[config.mk]
export PLATFORM = sky130hd
export DESIGN_NAME = mad_int_ctrl
export DESIGN_NICKNAME = d
export VERILOG_FILES = /design/src/rtl/mad_int_pkg.sv /design/src/rtl/mad_prio_enc.sv /design/src/rtl/mad_int_ctrl.sv
export SDC_FILE = /design/constraint.sdc
export NUM_CORES = 1
export LEC_CHECK = 0
export BUFFER_PORTS_ARGS = -buffer_cell sky130_fd_sc_hd__buf_2
export CORE_UTILIZATION = 43
export CTS_CLUSTER_SIZE = 10
export DETAILED_ROUTE_END_ITERATION = 10
export GPL_TIMING_DRIVEN = 0
export PLACE_DENSITY = 0.84
export SLEW_MARGIN = 20
export SYNTH_ARGS = -nofsm -noshare
export SYNTH_HDL_FRONTEND = slang
export SYNTH_HIERARCHICAL = 1
export SYNTH_SLANG_ARGS = --single-unit
[constraint.sdc]
create_clock -name Clk -period 2.1 [get_ports Clk]
set_clock_uncertainty 0.05 [all_clocks]
set_input_delay 0.21 -clock Clk [delete_from_list [all_inputs] [get_ports Clk]]
set_output_delay 0.21 -clock Clk [all_outputs]
set_load 0.01 [all_outputs]
[src/rtl/mad_int_pkg.sv]
// ============================================================================
// Module   : mad_int_pkg
// Brief    : Shared FSM encoding, default parameters and the channel-index
//            width helper for the mad_int_ctrl interrupt controller.
// Revision : 1.0 - initial release
// ============================================================================
`default_nettype none

package mad_int_pkg;

    localparam int              c_NUM_CH_DEF   = 4;
    localparam int              c_VEC_W_DEF    = 16;
    localparam logic [15:0]     c_VEC_BASE_DEF = 16'h0000;

    localparam logic [1:0]      c_ST_IDLE      = 2'd0;
    localparam logic [1:0]      c_ST_REQ       = 2'd1;
    localparam logic [1:0]      c_ST_SERVICE   = 2'd2;

    // A single channel still needs a one-bit index.
    function automatic int id_w(input int n);
        return (n <= 2) ? 1 : $clog2(n);
    endfunction

endpackage

`default_nettype wire

[src/rtl/mad_prio_enc.sv]
// ============================================================================
// Module   : mad_prio_enc
// Brief    : Combinational lowest-index-wins priority encoder with valid flag.
// Revision : 1.0 - initial release
// ============================================================================
`default_nettype none

module mad_prio_enc #(
    parameter int NUM_CH = 4,
    parameter int ID_W   = 2
) (
    input  logic [NUM_CH-1:0] i_req,
    output logic [ID_W-1:0]   o_idx,
    output logic              o_valid
);

    // Scan downward so the lowest set index is the last one written.
    always_comb begin
        o_idx   = '0;
        o_valid = 1'b0;
        for (int i = NUM_CH - 1; i >= 0; i--) begin
            if (i_req[i]) begin
                o_idx   = ID_W'(i);
                o_valid = 1'b1;
            end
        end
    end

endmodule

`default_nettype wire

[src/rtl/mad_int_ctrl.sv]
// ============================================================================
// Module   : mad_int_ctrl
// Brief    : Fixed-priority vectored interrupt controller with mask register
//            and IDLE/REQ/SERVICE handshake. Define MAD_INT_EDGE_EN for
//            rising-edge capture; otherwise inputs are level sampled.
// Revision : 1.0 - initial release
// ============================================================================
`default_nettype none

import mad_int_pkg::*;

module mad_int_ctrl #(
    parameter int               NUM_CH   = c_NUM_CH_DEF,
    parameter int               VEC_W    = c_VEC_W_DEF,
    parameter logic [VEC_W-1:0] VEC_BASE = VEC_W'(c_VEC_BASE_DEF),
    localparam int              c_ID_W   = id_w(NUM_CH)
) (
    input  logic              Clk,
    input  logic              Rst,
    input  logic [NUM_CH-1:0] IntIn,
    input  logic              MaskWe,
    input  logic [NUM_CH-1:0] MaskIn,
    output logic [NUM_CH-1:0] MaskOut,
    output logic [NUM_CH-1:0] Pending,
    output logic              IntReq,
    input  logic              IntAck,
    output logic [c_ID_W-1:0] IntId,
    output logic [VEC_W-1:0]  IntVec,
    input  logic              IntDone,
    output logic              Busy
);

    logic [1:0]        r_state;
    logic [c_ID_W-1:0] r_id;
    logic [NUM_CH-1:0] r_mask;
    logic [NUM_CH-1:0] r_pend;
    logic [NUM_CH-1:0] w_elig;
    logic [c_ID_W-1:0] w_win_idx;
    logic              w_win_valid;
    logic [VEC_W-1:0]  w_id_ext;

    assign w_elig = r_pend & ~r_mask;

    mad_prio_enc #(
        .NUM_CH (NUM_CH),
        .ID_W   (c_ID_W)
    ) u_prio_enc (
        .i_req   (w_elig),
        .o_idx   (w_win_idx),
        .o_valid (w_win_valid)
    );

    always_ff @(posedge Clk) begin
        if (Rst) begin
            r_mask <= '0;
        end else if (MaskWe) begin
            r_mask <= MaskIn;
        end
    end

`ifdef MAD_INT_EDGE_EN
    logic [NUM_CH-1:0] r_hist;
    logic [NUM_CH-1:0] w_evt;
    logic [NUM_CH-1:0] w_clr;

    assign w_evt = IntIn & ~r_hist;
    assign w_clr = (r_state == c_ST_REQ && IntAck) ? (NUM_CH'(1) << r_id) : '0;

    // A fresh edge on the channel being acknowledged wins over the clear.
    always_ff @(posedge Clk) begin
        if (Rst) begin
            r_hist <= '0;
            r_pend <= '0;
        end else begin
            r_hist <= IntIn;
            r_pend <= (r_pend & ~w_clr) | w_evt;
        end
    end
`else
    always_ff @(posedge Clk) begin
        if (Rst) begin
            r_pend <= '0;
        end else begin
            r_pend <= IntIn;
        end
    end
`endif

    // Once latched in REQ the grant is held until acknowledged, regardless of
    // later mask or pending changes.
    always_ff @(posedge Clk) begin
        if (Rst) begin
            r_state <= c_ST_IDLE;
            r_id    <= '0;
        end else begin
            case (r_state)
                c_ST_IDLE: begin
                    if (w_win_valid) begin
                        r_id    <= w_win_idx;
                        r_state <= c_ST_REQ;
                    end
                end
                c_ST_REQ: begin
                    if (IntAck) r_state <= c_ST_SERVICE;
                end
                c_ST_SERVICE: begin
                    if (IntDone) r_state <= c_ST_IDLE;
                end
                default: r_state <= c_ST_IDLE;
            endcase
        end
    end

    assign w_id_ext = VEC_W'(r_id);

    assign MaskOut = r_mask;
    assign Pending = r_pend;
    assign IntReq  = (r_state == c_ST_REQ);
    assign Busy    = (r_state == c_ST_SERVICE);
    assign IntId   = r_id;
    assign IntVec  = VEC_BASE + (w_id_ext << 1);

endmodule

`default_nettype wire

==> run_results.csv, run 1 <==
group,metric,value,unit
sta,grt_setup_unrepaired,"false",
hold_path,worstHoldEndpoint,"r_state[0]",
sta,timing_max_transition_violations_final,0,
critical_path,crit_end_category,"flop",
placement,dpl.cell_count,121,
hold_path,hp-start,"IntAck",
cts,cts.root.buffer_cell,"clkbuf_4",
sta,fin_crit_sh,68.8,%
drt,wl,1.05,mm
critical_path,timing.critical_path.arrival,1.59,ns
critical_path,criticalPathCategory,"reg -> reg",
power,ir_drop,0.000356,V
drt,detail_route.iter0.violations,6,
floorplanning,fp.dieW,40.1,um
logic_synthesis,synth_enable_flop_cells,0,
logic_synthesis,synth-seq-cells,12,
placement,port_buffers,25,
critical_path,r2r_slack,0.65,ns
drt,post_route_ant_nets,0,
cells_and_area,synthToLayoutAreaGrowth,34.5,%
sta,tns,0,ns
outcome,run_status,"finished clean",
grt,grt_remaining_overflow,0,
cts,h_tree_depth,1,
cts,cts.hold.buffers_added,0,
flow_run,cap_violations,0,
hold_path,timing.hold.worst.class,"in -> reg",
logic_synthesis,syn_area_per_cell,9.16,um^2
grt,antenna_found_initial,0,
cells_and_area,final_layout_size_suffix_gt1_share,45.0,%
drt,via_per_inst,4.08,
cts,insertion_delay,0.26,ns
drt,number_of_detailed_routing_iterations_run_before_antenna_repair,4,
floorplanning,fp.coreArea,1320,um^2
logic_synthesis,synth_area,623,um^2
grt,grtUsageTotal,13.1,%
sta,postLayoutSetupSlackWorst,0.654,ns
cts,worst_setup_hold_path_clk_slew,0.07,ns
floorplanning,boundaryPins,41,
hold_path,hold_depth,2,
power,powerDensity,607,nW/um^2
logic_synthesis,synth_sequential_area_ratio,38.6,%
power,overall_power,508,uW
floorplanning,floorplan.initialDensity,47.3,%
critical_path,worstPathMaxFanout,3,
cells_and_area,fin_cells,124,
grt,grt_max_degree,11,
logic_synthesis,yosys_warnings,6,
drt,remaining_drc_errors,0,
cts,clock-sinks,12,
floorplanning,die_area,1610,um^2
floorplanning,number_of_rows_created_at_floorplan,13,
cells_and_area,n_fill_cell,122,
grt,grt_pass1_vias,381,
placement,detail_placement_hpwl,849,um
sta,hold_viol,0,
logic_synthesis,ys_dominant_reg_cell,"dfxtp_1",
sta,period_minus_slack,1.45,ns
critical_path,worstSetupStartpointType,"flop",
cells_and_area,insertedDiodeCount,0,
sta,setup_viol,0,
placement,dp_slack,0.658,ns
grt,grt_first_pass_wirelength,1.39,mm
critical_path,r2r.worst_path.cells,5,
cts,cts_repair_resizes,0,
drt,post_drt_wl_per_cell,8.45,um
logic_synthesis,postSynthCellCount,68,
critical_path,worst_r2r_endpoint,"IntId[1]",
sta,maxClockFrequency,692,MHz
cells_and_area,finalNetCount,124,
cts,numCtsBuffers,3,
floorplanning,dieHeight,40.1,um
logic_synthesis,netlist-cell-type-count,19,
logic_synthesis,async_flop_share,0,%
critical_path,r2r_start,"Pending[0]",
cells_and_area,final_core_utilization,63.6,%
cts,cts_setup_buffers,0,
cts,clock_tree_from_tritoncts,"yes",
drt,detailroute.via_count,506,
power,p_leak,0.000467,uW
critical_path,worstPathRequired,2.24,ns
cts,clk_path_buf_depth,2,
placement,gp_congestion,0.744,
[cells by family (layout without fill, tap and decap cells)]
logic type             after synthesis  count (layout)  synth area share, %
AO/OA/AOI/OAI                        3               3                 4.62
other                                1              14                0.602
buffers and inverters               19              47                 21.3
flip-flops                          12              12                 38.6
multiplexers                         6               6                 9.64
AND/OR/NAND/NOR                     27              27                 25.3
[stage by stage]
stage	hold slack, ns	cell area [um^2]
6_report	0.104	838
5_1_grt	0.103	838
4_1_cts	0.0991	838
3_5_place_dp	0.378	816
3_3_place_gp	0.367	816
2_1_floorplan	0.260	672
[flip-flops by register name, summed over array words and instances (netlist names)]
| register | flops |
|---|---|
| Pending | 4 |
| IntId | 2 |
| r_state | 2 |
| MaskOut | 4 |
[how the worst max path moves through the flow]
| stage | start | to | slack [ns] |
|---|---|---|---|
| 2_1_floorplan | Pending[0] | IntId[0] | 0.74 |
| 3_3_place_gp | Pending[0] | IntId[1] | 0.70 |
| 3_5_place_dp | Pending[0] | IntId[1] | 0.66 |
| 4_1_cts | Pending[0] | IntId[1] | 0.64 |
| 5_1_grt | Pending[0] | IntId[1] | 0.55 |
| 6_report | Pending[0] | IntId[1] | 0.65 |
[cell usage in the layout (no fill, tap or decap), drive strengths merged]
cell type / instances
a2111oi: 1
a21oi: 2
and2b: 2
buf: 42
clkbuf: 4
conb: 14
dfxtp: 12
inv: 1
mux2i: 6
nand2: 1
nand2b: 5
nand3b: 1
nor2: 7
nor2b: 8
nor3: 1
nor3b: 1
or3b: 1
[power by group]
group / leakage [uW] / switching (uW) / internal [uW] / total [uW]
Combinational: 0.000354 / 56.1 / 65.1 / 121
Sequential: 0.0000992 / 12.2 / 243 / 255
Clock: 0.0000138 / 66.1 / 66.2 / 132
[final cells by class]
type / count / area, um^2 / share of cell area (%)
buffer: 18 / 129 / 15.4
multi-input combinational: 50 / 299 / 35.7
tap: 15 / 18.8 / 2.24
timing repair buffer: 25 / 125 / 14.9
sequential: 12 / 240 / 28.7
clock buffer: 3 / 22.5 / 2.69
inverter: 1 / 3.75 / 0.448
[synth_stat cells (2+ instances only)]
cell	n	area [um^2]
and2b_2	2	17.5
buf_4	16	120
dfxtp_1	12	240
mux2i_1	6	60.1
nand2b_1	5	31.3
nor2_1	7	26.3
nor2b_1	8	50.1
[critical path, cell delays in order, from the launching register on]
cell	delay, ns
dfxtp_1	0.32
nor2b_1	0.25
nor2_1	0.08
nand2_1	0.08
nor3b_1	0.36
mux2i_1	0.22
[metal layers]
| layer | vias up | global-route usage [%] | share of wire (%) |
|---|---|---|---|
| met5 | - | 0 | 0 |
| met4 | 0 | 7.76 | 0 |
| met3 | 0 | 1.67 | 7.7 |
| met2 | 23 | 25.4 | 52 |
| met1 | 212 | 12.9 | 40 |
| li1 | 271 | - | - |
No activity file was read; power rests on OpenSTA's default activity.
==> run 2: changes to the inputs <==
--- a/config.mk
+++ b/config.mk
@@ -6,11 +6,11 @@
 export NUM_CORES = 1
 export LEC_CHECK = 0
 export BUFFER_PORTS_ARGS = -buffer_cell sky130_fd_sc_hd__buf_2
-export CORE_UTILIZATION = 43
+export CORE_UTILIZATION = 40
 export CTS_CLUSTER_SIZE = 10
 export DETAILED_ROUTE_END_ITERATION = 10
 export GPL_TIMING_DRIVEN = 0
-export PLACE_DENSITY = 0.84
+export PLACE_DENSITY = 0.79
 export SLEW_MARGIN = 20
 export SYNTH_ARGS = -nofsm -noshare
 export SYNTH_HDL_FRONTEND = slang
==> constraint.sdc (replaced) <==
create_clock -name Clk -period 1.4 [get_ports Clk]
set_clock_uncertainty 0.05 [all_clocks]
set_input_delay 0.14 -clock Clk [delete_from_list [all_inputs] [get_ports Clk]]
set_output_delay 0.14 -clock Clk [all_outputs]
set_load 0.01 [all_outputs]
==> run 2 against run 1 <==
Effect of this change: combinational power increased by 49%; highest routed layer unchanged; die area grew 7.1%; via count rose by 0.79%; critical path type unchanged; sequential power up 51%; sequential cell count stayed put; setup slack worse by 0.54 ns; cell count did not move; count of clock-buffer cells in the layout is the same; clock power up 53%.
==> run_results.csv, run 2 (synthesized netlist as in run 1, its figures left out) <==
group,metric,value,unit
power,ir_drop,0.000518,V
drt,detail_route.wirelength.met1,420,um
drt,remaining_drc_errors,0,
placement,port_buffers,25,
sta,hold_viol,0,
floorplanning,fp.coreArea,1370,um^2
hold_path,hp-start,"IntIn[1]",
cts,cts.root.buffer_cell,"clkbuf_4",
sta,maxClockFrequency,775,MHz
placement,gp_congestion,0.700,
cts,insertion_delay,0.26,ns
sta,setup_viol,0,
drt,post_drt_wl_per_cell,8.34,um
critical_path,worstPathRequired,1.55,ns
power,share_seq_of_total_power,50.1,%
cts,clock-sinks,12,
sta,period_minus_slack,1.29,ns
cts,clock_tree_from_tritoncts,"yes",
cts,cts_setup_buffers,0,
cells_and_area,multi_input_area,304,um^2
grt,grtUsageTotal,11.1,%
floorplanning,floorplan.initialDensity,45.6,%
cells_and_area,most-common-layout-cells,"buf_2 (26), buf_4 (16), conb_1 (14)",
cells_and_area,fin_cells,124,
critical_path,r2r_slack,0.11,ns
critical_path,timing.critical_path.slowest_cell_delay,0.32,ns
drt,via_per_inst,4.11,
cts,numCtsBuffers,3,
critical_path,criticalPathCategory,"reg -> reg",
cells_and_area,n_fill_cell,133,
drt,met2_wirelength,521,um
critical_path,r2r_start,"Pending[0]",
power,powerDensity,909,nW/um^2
sta,fin_crit_sh,92.1,%
power,p_switching,204,uW
drt,detailroute.via_count,510,
floorplanning,boundaryPins,41,
outcome,run_status,"finished clean",
critical_path,crit_end_category,"flop",
power,combinationalPowerShare,23.5,%
critical_path,worstSetupStartpointType,"flop",
floorplanning,dieHeight,41.5,um
drt,wl,1.03,mm
floorplanning,fp.dieW,41.5,um
critical_path,crit_path_end,"IntId[0]",
grt,grt_max_degree,11,
sta,grt_setup_unrepaired,"false",
drt,post_route_ant_nets,0,
grt,antenna_found_initial,0,
flow_run,cap_violations,0,
cells_and_area,final_layout_size_suffix_gt1_share,45.9,%
sta,final.hold.worst_slack,0.0293,ns
cells_and_area,register_area,240,um^2
critical_path,timing.critical_path.arrival,1.44,ns
cts,worst_setup_hold_path_clk_slew,0.07,ns
drt,detail_route.iter0.violations,1,
floorplanning,number_of_rows_created_at_floorplan,13,
grt,grt_first_pass_wirelength,1.49,mm
cts,cts_repair_resizes,1,
cts,h_tree_depth,1,
cells_and_area,synthToLayoutAreaGrowth,35.3,%
power,switching_share,26.7,%
hold_path,timing.hold.worst.class,"in -> reg",
drt,routed-wl-met3,92,um
floorplanning,die_area,1720,um^2
critical_path,worst_r2r_endpoint,"IntId[0]",
critical_path,crit_path_start,"Pending[0]",
cells_and_area,finalNetCount,124,
cts,clk_path_buf_depth,2,
power,internal_power,562,uW
critical_path,worstPathMaxFanout,3,
cts,cts.hold.buffers_added,0,
power,overall_power,767,uW
cells_and_area,insertedDiodeCount,0,
grt,grt_pass1_vias,383,
drt,number_of_detailed_routing_iterations_run_before_antenna_repair,2,
sta,timing_max_transition_violations_final,0,
cells_and_area,layout.cells.most_common,"buf_2",
critical_path,r2r.worst_path.cells,5,
placement,dpl.cell_count,121,
power,p_leak,0.000470,uW
critical_path,ordered_list_of_cells_on_the_worst_path,"nor2b_1 > nor2_1 > nand2_1 > nor3b_2 > mux2i_1",
power,clkPwrFrac,26.4,%
critical_path,cpMaxStageDelayCell,"dfxtp_1",
grt,grt_remaining_overflow,0,
drt,dr.max_layer_used,"met3",
run 2: layer usage:
metal	track usage, %	vias up
met3	3.91	0
met2	18.4	25
li1	-	272
met1	13.2	213
met4	3.87	0
met5	0	-
run 2: cell type report:
class	count	share of cell area (%)
plain buffers	18	15.3
inverters	1	0.445
well taps	15	2.23
multi-input cells	50	36.1
flip-flops and latches	12	28.5
clock buffers	3	2.67
repair buffers	25	14.8
run 2: critical path: cells and delay by family (launching register included):
| kind | cells | cell delay, ns |
|---|---|---|
| multiplexers | 1 | 0.21 |
| flip-flops | 1 | 0.32 |
| AND/OR/NAND/NOR | 4 | 0.64 |
run 2: power by group through the flow:
stage | registers, uW | logic, uW | clock network, uW
5_1_grt | 388 | 197 | 225
3_5_place_dp | 392 | 179 | 0
3_3_place_gp | 389 | 177 | 0
6_report | 384 | 180 | 202
2_1_floorplan | 397 | 123 | 0
4_1_cts | 385 | 181 | 208
run 2: how the worst min path moves through the flow:
stage          slack (ns)          to  cells after the start
5_1_grt              0.04  r_state[0]                      2
2_1_floorplan        0.19  r_state[0]                      1
3_5_place_dp         0.30  Pending[1]                      2
4_1_cts              0.02  Pending[1]                      2
3_3_place_gp         0.30  Pending[2]                      2
6_report             0.03  Pending[1]                      2
run 2: metrics by stage:
step	setup TNS (ns)	cell area (um^2)	worst slack, ns	utilization (%)
2_1_floorplan	0	672	0.0442	-
3_3_place_gp	-0.00345	816	-0.00345	59.7
3_5_place_dp	-0.0649	816	-0.0402	59.7
4_1_cts	0	843	0.0773	61.7
5_1_grt	0	843	0.0108	61.7
6_report	0	843	0.110	61.7
